### src/rtl/sn76489_pkg.sv
// Shared constants, target-register enum and write helpers for the SN76489 host bus writer.
package sn76489_pkg;

  localparam int LATCH_BIT = 7;
  localparam int CHAN_HI   = 6;
  localparam int CHAN_LO   = 5;
  localparam int TYPE_BIT  = 4;
  localparam int TONE_BITS = 10;

  localparam logic [1:0] NOISE_CHAN = 2'd3;
  localparam logic [3:0] VOLUME_OFF = 4'hF;

  typedef enum logic [1:0] {
    TGT_TONE  = 2'd0,
    TGT_VOL   = 2'd1,
    TGT_NOISE = 2'd2
  } target_e;

  function automatic target_e target_of(input logic [1:0] chan, input logic is_vol);
    if (is_vol)                 return TGT_VOL;
    else if (chan == NOISE_CHAN) return TGT_NOISE;
    else                         return TGT_TONE;
  endfunction

  // Latch bytes replace the low nibble, data bytes the upper six bits.
  function automatic logic [TONE_BITS-1:0] tone_write(input logic [TONE_BITS-1:0] cur,
                                                      input logic [7:0] d);
    if (d[LATCH_BIT]) return {cur[TONE_BITS-1:4], d[3:0]};
    else              return {d[5:0], cur[3:0]};
  endfunction

endpackage

### src/rtl/sn76489_bus_writer_ready_timer.sv
// READY wait-state timer: loads READY_CYCLES on start and counts down to zero; ready while at zero.
module ready_timer #(
  parameter int READY_CYCLES = 32
) (
  input  logic clk,
  input  logic reset,
  input  logic start,
  output logic ready
);

  localparam int CW = $clog2(READY_CYCLES + 1);

  logic [CW-1:0] count;

  always_ff @(posedge clk) begin
    if (reset)
      count <= '0;
    else if (start)
      count <= CW'(READY_CYCLES);
    else if (count != '0)
      count <= count - 1'b1;
  end

  assign ready = (count == '0);

endmodule

### src/rtl/sn76489_bus_writer.sv
// SN76489 host write decoder: latch/data byte protocol, register file and READY handshake.
// Define SN_READY_WAIT_EN to build the READY wait-state counter; otherwise ready is tied high.
module sn76489_bus_writer
  import sn76489_pkg::*;
#(
  parameter int COUNTER_BITS = 10,
  parameter int READY_CYCLES = 32
) (
  input  logic                    clk,
  input  logic                    reset,
  input  logic [7:0]              data,
  input  logic                    we_n,
  output logic                    ready,
  output logic [COUNTER_BITS-1:0] tone_freq0,
  output logic [COUNTER_BITS-1:0] tone_freq1,
  output logic [COUNTER_BITS-1:0] tone_freq2,
  output logic [3:0]              volume0,
  output logic [3:0]              volume1,
  output logic [3:0]              volume2,
  output logic [3:0]              volume3,
  output logic [2:0]              noise_control,
  output logic                    restart_noise
);

  if (COUNTER_BITS != TONE_BITS) begin : g_bad_counter_bits
    $error("sn76489_bus_writer: COUNTER_BITS must be 10");
  end

  logic       we_n_q;
  logic [1:0] chan_q;
  logic       is_vol_q;
  logic       accept;
  logic [1:0] chan_w;
  logic       is_vol_w;
  target_e    tgt;

  // A latch byte retargets the write in the same cycle it arrives.
  always_comb begin
    chan_w   = data[LATCH_BIT] ? data[CHAN_HI:CHAN_LO] : chan_q;
    is_vol_w = data[LATCH_BIT] ? data[TYPE_BIT]        : is_vol_q;
    tgt      = target_of(chan_w, is_vol_w);
  end

  assign accept = ~we_n & we_n_q & ready;

`ifdef SN_READY_WAIT_EN
  ready_timer #(.READY_CYCLES(READY_CYCLES)) u_ready_timer (
    .clk   (clk),
    .reset (reset),
    .start (accept),
    .ready (ready)
  );
`else
  assign ready = 1'b1;
`endif

  always_ff @(posedge clk) begin
    if (reset) begin
      we_n_q        <= 1'b1;
      chan_q        <= 2'd0;
      is_vol_q      <= 1'b0;
      tone_freq0    <= '0;
      tone_freq1    <= '0;
      tone_freq2    <= '0;
      volume0       <= VOLUME_OFF;
      volume1       <= VOLUME_OFF;
      volume2       <= VOLUME_OFF;
      volume3       <= VOLUME_OFF;
      noise_control <= 3'd0;
      restart_noise <= 1'b0;
    end else begin
      we_n_q        <= we_n;
      restart_noise <= accept && (tgt == TGT_NOISE);
      if (accept) begin
        chan_q   <= chan_w;
        is_vol_q <= is_vol_w;
        case (tgt)
          TGT_TONE: begin
            case (chan_w)
              2'd0:    tone_freq0 <= tone_write(tone_freq0, data);
              2'd1:    tone_freq1 <= tone_write(tone_freq1, data);
              default: tone_freq2 <= tone_write(tone_freq2, data);
            endcase
          end
          TGT_VOL: begin
            case (chan_w)
              2'd0:    volume0 <= data[3:0];
              2'd1:    volume1 <= data[3:0];
              2'd2:    volume2 <= data[3:0];
              default: volume3 <= data[3:0];
            endcase
          end
          TGT_NOISE: noise_control <= data[2:0];
          default:   ;
        endcase
      end
    end
  end

endmodule

### config.mk
export PLATFORM = sky130hd
export DESIGN_NAME = sn76489_bus_writer
export DESIGN_NICKNAME = d
export VERILOG_FILES = /design/src/rtl/sn76489_pkg.sv /design/src/rtl/sn76489_bus_writer_ready_timer.sv /design/src/rtl/sn76489_bus_writer.sv
export SDC_FILE = /design/constraint.sdc
export NUM_CORES = 1
export LEC_CHECK = 0
export CAP_MARGIN = 20
export CORE_MARGIN = 3
export CORE_UTILIZATION = 49
export CTS_BUF_LIST = sky130_fd_sc_hd__clkbuf_2 sky130_fd_sc_hd__clkbuf_4 sky130_fd_sc_hd__clkbuf_8
export DETAILED_ROUTE_END_ITERATION = 7
export PLACE_DENSITY = 0.91
export SYNTH_ARGS = -nofsm -noshare
export SYNTH_HDL_FRONTEND = slang
export SYNTH_HIERARCHICAL = 1
export SYNTH_SLANG_ARGS = --single-unit
export TNS_END_PERCENT = 1
### constraint.sdc
create_clock -name clk -period 2.1 [get_ports clk]
set_clock_uncertainty 0.15 [all_clocks]
set_input_delay 0.315 -clock clk [delete_from_list [all_inputs] [get_ports clk]]
set_output_delay 0.315 -clock clk [all_outputs]
set_load 0.005 [all_outputs]
==> impl_results.md <==
* CP Launch Type: primary input
* GRT Util Overall at between 20% and 30%
* Hold crit path type: register to register
* Setup Buffers After CTS at 0
* Antenna diode count at 0
* Count leader, synth: dfxtp_1
* Status: finished, final reports clean
* DRT Pass-1 Iters at 4
* Post-Syn Nets at 220
* Post-synth top area cell: dfxtp_1
* Largest net degree at the start of global routing at 46
* Cell count after synthesis at 209
* Maximum fanout along the worst path at 9
* Hold Vio Cnt, Final at 0
* Pint at ~1400 uW
* Final wirelength at ~5.4 mm
* Hold-fix buffers, CTS at 0
* Cell mode on critical path: buf_4
* Post-Route Setup TNS at 0 ns
* CTS Buf Count at 5
* FMAX at 522 MHz
* Fin crit share at roughly 91%
* Max Cap Violations at 0
* Global routing usage on met3 at 4.24%
* DR vias/cell at 5.20
* Drt drc at 0
* Nets at slightly below 300
* Comb power frac at about an eighth
* H-tree levels at 2
* Static leakage at 0.00135 uW
* Initial core utilization at between 50% and 60%
* Num ports at 62
* Met1 usage at a little over a quarter
* Max-slew violation count at 0
* Primary FF master, synth: dfxtp_1
* CTS max path bufs at 2
* FFs w/ async S/R, synth at 0%
* Synth unique cells at 25
* CP max stage cell: clkdlybuf4s50_1
* R2R Setup Slk at 0.46 ns
* Share of Yosys cell area claimed by the top area cell type at 48.4%
* Clock share of power at 31.5%
* Final setup vio count at 0
* WP data required at around 2.2 ns
* Total grt overflow at 0
* DP Wirelength at 3.86 mm
* Post-route ant nets at 0
* Pwr/cell area at 605 mW/mm2
* Crit Path Category: primary input to register
* Final GP Congestion at 0.886
* Sequential power share at 56.8%
* Syn Area/Cell at around 11 um2
* Post-CTS sizing at 0
* Top cells by area, synth: dfxtp_1 (48%), mux2i_1 (24%), nand2b_1 (11%)
* Met2 global-route usage at 36.9%
* Area of the core at 0.00420 mm2
* Arrival time worst endpoint at ~2 ns
* Cell Area, Synth at 0.00223 mm2
* Die Wd at 73.5 um
* Initial antenna violation count at 0
* Worst r2r path cells at 3
* Die extent in y at 73.5 um
* Minimum clock period at 1.92 ns
* Worst path max stage delay at 0.55 ns
* Syn. warnings at 6
* CTS clk-pin slew, worst paths at 0.09 ns
* Register area share after synthesis at 48.4%
* Routed len/inst at 16.1 um
* # clock sinks at 54
* Reg2Reg Capture Point: tone_freq2[2]$_SDFFE_PP0P_
* Fillers at roughly 320
* Net Sw Frac at approximately a quarter
* Top cells by count, synth: dfxtp_1 (54), mux2i_1 (53), nand2b_1 (40), nor2_1 (25), clkbuf_1 (8)
* Final setup margin at 0.183 ns
* Layout cells sized above 1 at 11.6%
* Starting DRT DRC Count at 81
* Synth-to-layout area growth at 37.9%
* Die area at 0.00541 mm2
* Global routing's busiest layer: met2
* Worst setup path startpoint: data[7]
* Number of port buffers at 60
* Cell Chain, Critical Path: clkdlybuf4s50_1, buf_4, mux2_2, nor4_4, buf_4, mux2i_1
* Worst skew pair latency at 0.30 ns
* CP endpoint: volume2[3]$_SDFFE_PP1P_
* Post-synth EDFFs at 0
* Dpl ws at -0.107 ns
* Root Buffer Master: clkbuf_8
* First-pass GRT wire length at 9.00 mm
* CTS tree: done
* Peak VDD IR at 428 uV
* Critical Path Sink Type: register
* Vias in the first global route at about 1800
* Vias at 1737
* Row count at 23
* FF+latch count, synth at 54
* RSZ-0062 raised after global routing: false
* Worst R2R Start: is_vol_q$_SDFFE_PP0P_
* Switching power at 465 uW
## power groups by stage
stage | clock network [uW] | logic [uW] | registers, uW
after floorplan | 0 | 110 | 1080
after global placement | 0 | 212 | 1080
after detailed placement | 0 | 217 | 1080
after CTS | 606 | 219 | 1060
after global routing | 640 | 234 | 1060
final | 588 | 219 | 1060
## worst max-delay path: cells and delay by family
| family | cells | cell delay [ns] |
|---|---|---|
| buffers and inverters | 3 | 0.94 |
| muxes | 2 | 0.59 |
| and+or+nand+nor | 1 | 0.16 |
## metrics by stage
stage | power [uW] | instances | utilization (%) | hold slack (ns) | cell area [um2]
floorplan | 1190 | 209 | - | 0.272 | 2230
global placement | 1290 | 326 | 71.1 | 0.308 | 2990
detailed placement | 1300 | 326 | 71.1 | 0.317 | 2990
CTS | 1880 | 334 | 73.3 | 0.334 | 3080
global route | 1940 | 334 | 73.3 | 0.344 | 3080
finish | 1870 | 334 | 73.3 | 0.329 | 3080
## how the worst min path moves through the flow
stage / from / end / slack [ns] / cells past startpoint
finish: tone_freq0[9]$_SDFFE_PP0P_ / tone_freq0[9]$_SDFFE_PP0P_ / 0.33 / 2
global route: tone_freq2[4]$_SDFFE_PP0P_ / tone_freq2[4]$_SDFFE_PP0P_ / 0.34 / 2
CTS: tone_freq2[9]$_SDFFE_PP0P_ / tone_freq2[9]$_SDFFE_PP0P_ / 0.33 / 2
detailed placement: tone_freq0[4]$_SDFFE_PP0P_ / tone_freq0[4]$_SDFFE_PP0P_ / 0.32 / 2
global placement: tone_freq0[8]$_SDFFE_PP0P_ / tone_freq0[8]$_SDFFE_PP0P_ / 0.31 / 2
floorplan: we_n / we_n_q$_SDFF_PP1_ / 0.27 / 1
## state kept, by name, indices dropped and copies added, names as in the netlist
register,cells
tone_freq0,10
tone_freq1,10
tone_freq2,10
volume0,4
volume1,4
volume2,4
volume3,4
noise_control,3
chan_q,2
is_vol_q,1
restart_noise,1
we_n_q,1
## layout make-up
class | count | area, um2 | area share (%)
Timing Repair Buffer | 78 | 748 | 24.3
Clock buffer | 5 | 68.8 | 2.23
Clock inverter | 3 | 23.8 | 0.771
Tap cell | 50 | 62.6 | 2.03
Sequential cell | 54 | 1080 | 35.1
Multi-Input combinational cell | 144 | 1100 | 35.6
## cell usage in the layout, fill, tap and decap left out
master and count:
mux2i_1 53, dfxtp_1 54, clkbuf_8 5, nand2_1 1, a211oi_4 1, buf_4 17, nand3b_1 2, nor4_4 1
clkinvlp_4 2, a211o_1 1, mux2_4 1, or2_2 1, nand2b_1 40, nor2b_1 1, nand4_1 4, mux2i_4 1
nor3b_1 1, nand3_1 4, or4_4 1, inv_6 1, nor2_1 25, mux2_2 1, and3_1 2, buf_12 1
conb_1 1, a211oi_1 1, clkdlybuf4s50_1 60, nor3_1 1
## cells by family (layout without fill, tap and decap cells)
logic type | after synthesis | after routing | synth area share [%]
flip-flops | 54 | 54 | 48.4
AND/OR/NAND/NOR | 84 | 84 | 21.4
multiplexers | 56 | 56 | 25.9
other | 1 | 1 | 0.168
buffers and inverters | 11 | 86 | 2.52
AO/OA/AOI/OAI | 3 | 3 | 1.62
## layer usage
layer / share of wire (%) / vias to the layer above
li1: - / 853
met1: 45 / 829
met2: 50 / 51
met3: 4.0 / 4
met4: 0.93 / 0
met5: 0 / -
Power figures use the tool's default switching activity.
==> edit: new RTL, same flow settings <==
Build with the macro `SN_READY_WAIT_EN` defined.
--- a/src/rtl/sn76489_bus_writer.sv
+++ b/src/rtl/sn76489_bus_writer.sv
@@ -1,5 +1,7 @@
 // SN76489 host write decoder: latch/data byte protocol, register file and READY handshake.
 // Define SN_READY_WAIT_EN to build the READY wait-state counter; otherwise ready is tied high.
+`define SN_READY_WAIT_EN
+
 module sn76489_bus_writer
   import sn76489_pkg::*;
 #(
Formal check against the unedited RTL: not equivalent (a bounded check fails within 4 cycles, from zero or initial values and one cycle with reset high).
==> edit against the unedited design <==
The flow now finishes with violations (negative setup slack); critical path depth is 2 higher; setup slack lost 400 ps; sequential cell count is 6 higher; count of clock-buffer cells in the layout up 7; synthesized area up 12%; synthesized cell count is 14% higher; first-iteration DRC count increased by 64%; routed wire length rose by 22%; final area grew 19%; sequential share of layout area decreased by 2.4 points.
Power is not compared: it rests on default switching activity, and its combinational part moved more than twofold at a synthesized area within 25%.
==> edit: results (changes against the unedited design) <==
| Metric | Value |
|---|---|
| HP Class | `input port to register` |
| Synth unique cells | `36 (+44%)` |
| Cells after Synth | `238 (+14%)` |
| Largest net degree at the start of global routing | `30 (-35%)` |
| Ys async rst share | `0 (unchanged)` |
| Final setup violation count | `55 (+55)` |
| Via-to-Cell Ratio | `5.29 (+1.6%)` |
| GP Congestion | `0.876 (-1.1%)` |
| Final WS setup | `-214 ps (-397 ps)` |
| H-tree lvl count | `3 (+1)` |
| Syn nets | `250 (+14%)` |
| Port Buf Inserts | `61 (+1.7%)` |
| Later-pin clock latency in the skew report | `340 ps (+40 ps)` |
| Total track usage | `0.234 (+0.0189)` |
| Grt met1 use | `0.272 (+0.00162)` |
| Nets | `340 (+16%)` |
| Setup TNS | `-5500 ps (-5500 ps)` |
| Arrival time worst endpoint | `2420 ps (+420 ps)` |
| HPWL Detailed | `4.25 mm (+10%)` |
| Vias in the first global route | `2217 (+21%)` |
| Ratio of cells with drive above 1 in the final layout | `0.210 (+0.0940)` |
| Clock-pin slew on the worst setup and hold paths | `70 ps (-20 ps)` |
| Met3 usage | `0.0858 (+0.0434)` |
| Top cells by area, synth | `dfxtp_1 48%, mux2i_1 21%, nand2b_1 10%, nor2_1 4.0%, clkbuf_1 1.3%` |
| DRT iter0 DRCs | `133 (+64%)` |
| Worst hold slack | `287 ps (-42.1 ps)` |
| Status | `complete, but fails checks` |
| First-pass GRT wire length | `10.9 mm (+21%)` |
| Violations in the final reports | `negative setup slack` |
| Met2 usage | `0.385 (+0.0161)` |
| Layout Cells excl Fill | `400 (+20%)` |
| CP max FO | `6 (-3)` |
-- edit: cell count changes after synthesis, moves of 3 or more --
cell and delta:
a211oi_1 +3, dfxtp_1 +6, inv_1 +4, nor4_1 +4
-- edit: what timing repair did --
action,in CTS,in global routing
pin swaps,8,2
setup endpoints to repair,54,55
resized for setup,21,1
setup buffers,2,1
-- edit: path summary, 6_finish.rpt --
check,end,depth (start not counted),start
worst min register to register,tone_freq0[9],2,tone_freq0[9]
worst max register to register,tone_freq1[7],8,u_ready_timer/count[1]
worst min-delay path,restart_noise,2,reset
worst max-delay path,tone_freq1[7],8,u_ready_timer/count[1]
-- edit: power by group through the flow --
stage               Sequential (mW)  Combinational (mW)  Clock (mW)
floorplan                      1.34               0.513           0
global placement               1.34               0.857           0
detailed placement             1.34               0.893           0
CTS                            1.32                1.02        1.18
global route                   1.34                1.16        1.24
finish                         1.32                1.08        1.18
-- edit: critical path: stages (launching register included) --
cell and delay, ps:
dfxtp_2 330, inv_2 60, ha_4 130, or3b_4 400
nor3_4 210, buf_6 130, nand3b_4 100, or4_4 490
mux2i_1 230
-- edit: layout make-up --
class / instances / area, sq um
multi-input combinational: 162 / 1290
timing repair buffer: 91 / 866
sequential: 60 / 1200
inverter: 4 / 15.0
fill: 338 / 1130
clock buffer: 12 / 153
tap: 67 / 83.8
clock inverter: 4 / 72.6
-- edit: per-layer routing --
| layer | vias to the layer above | wire (microns) | share of wire |
|---|---|---|---|
| li1 | 1011 | - | - |
| met1 | 1024 | 2750 | 0.42 |
| met2 | 69 | 3350 | 0.51 |
| met4 | 0 | 119 | 0.018 |
| met5 | - | 0 | 0 |
| met3 | 10 | 330 | 0.050 |
-- edit: cells by family after synthesis --
family | after synthesis | share of synthesized area
AO/OA/AOI/OAI | 12 | 0.0430
adder cells (fa/ha/maj) | 1 | 0.00499
flip-flops | 60 | 0.480
XOR/XNOR | 1 | 0.00350
buffers and inverters | 16 | 0.0305
multiplexers | 54 | 0.217
AND/OR/NAND/NOR | 94 | 0.222
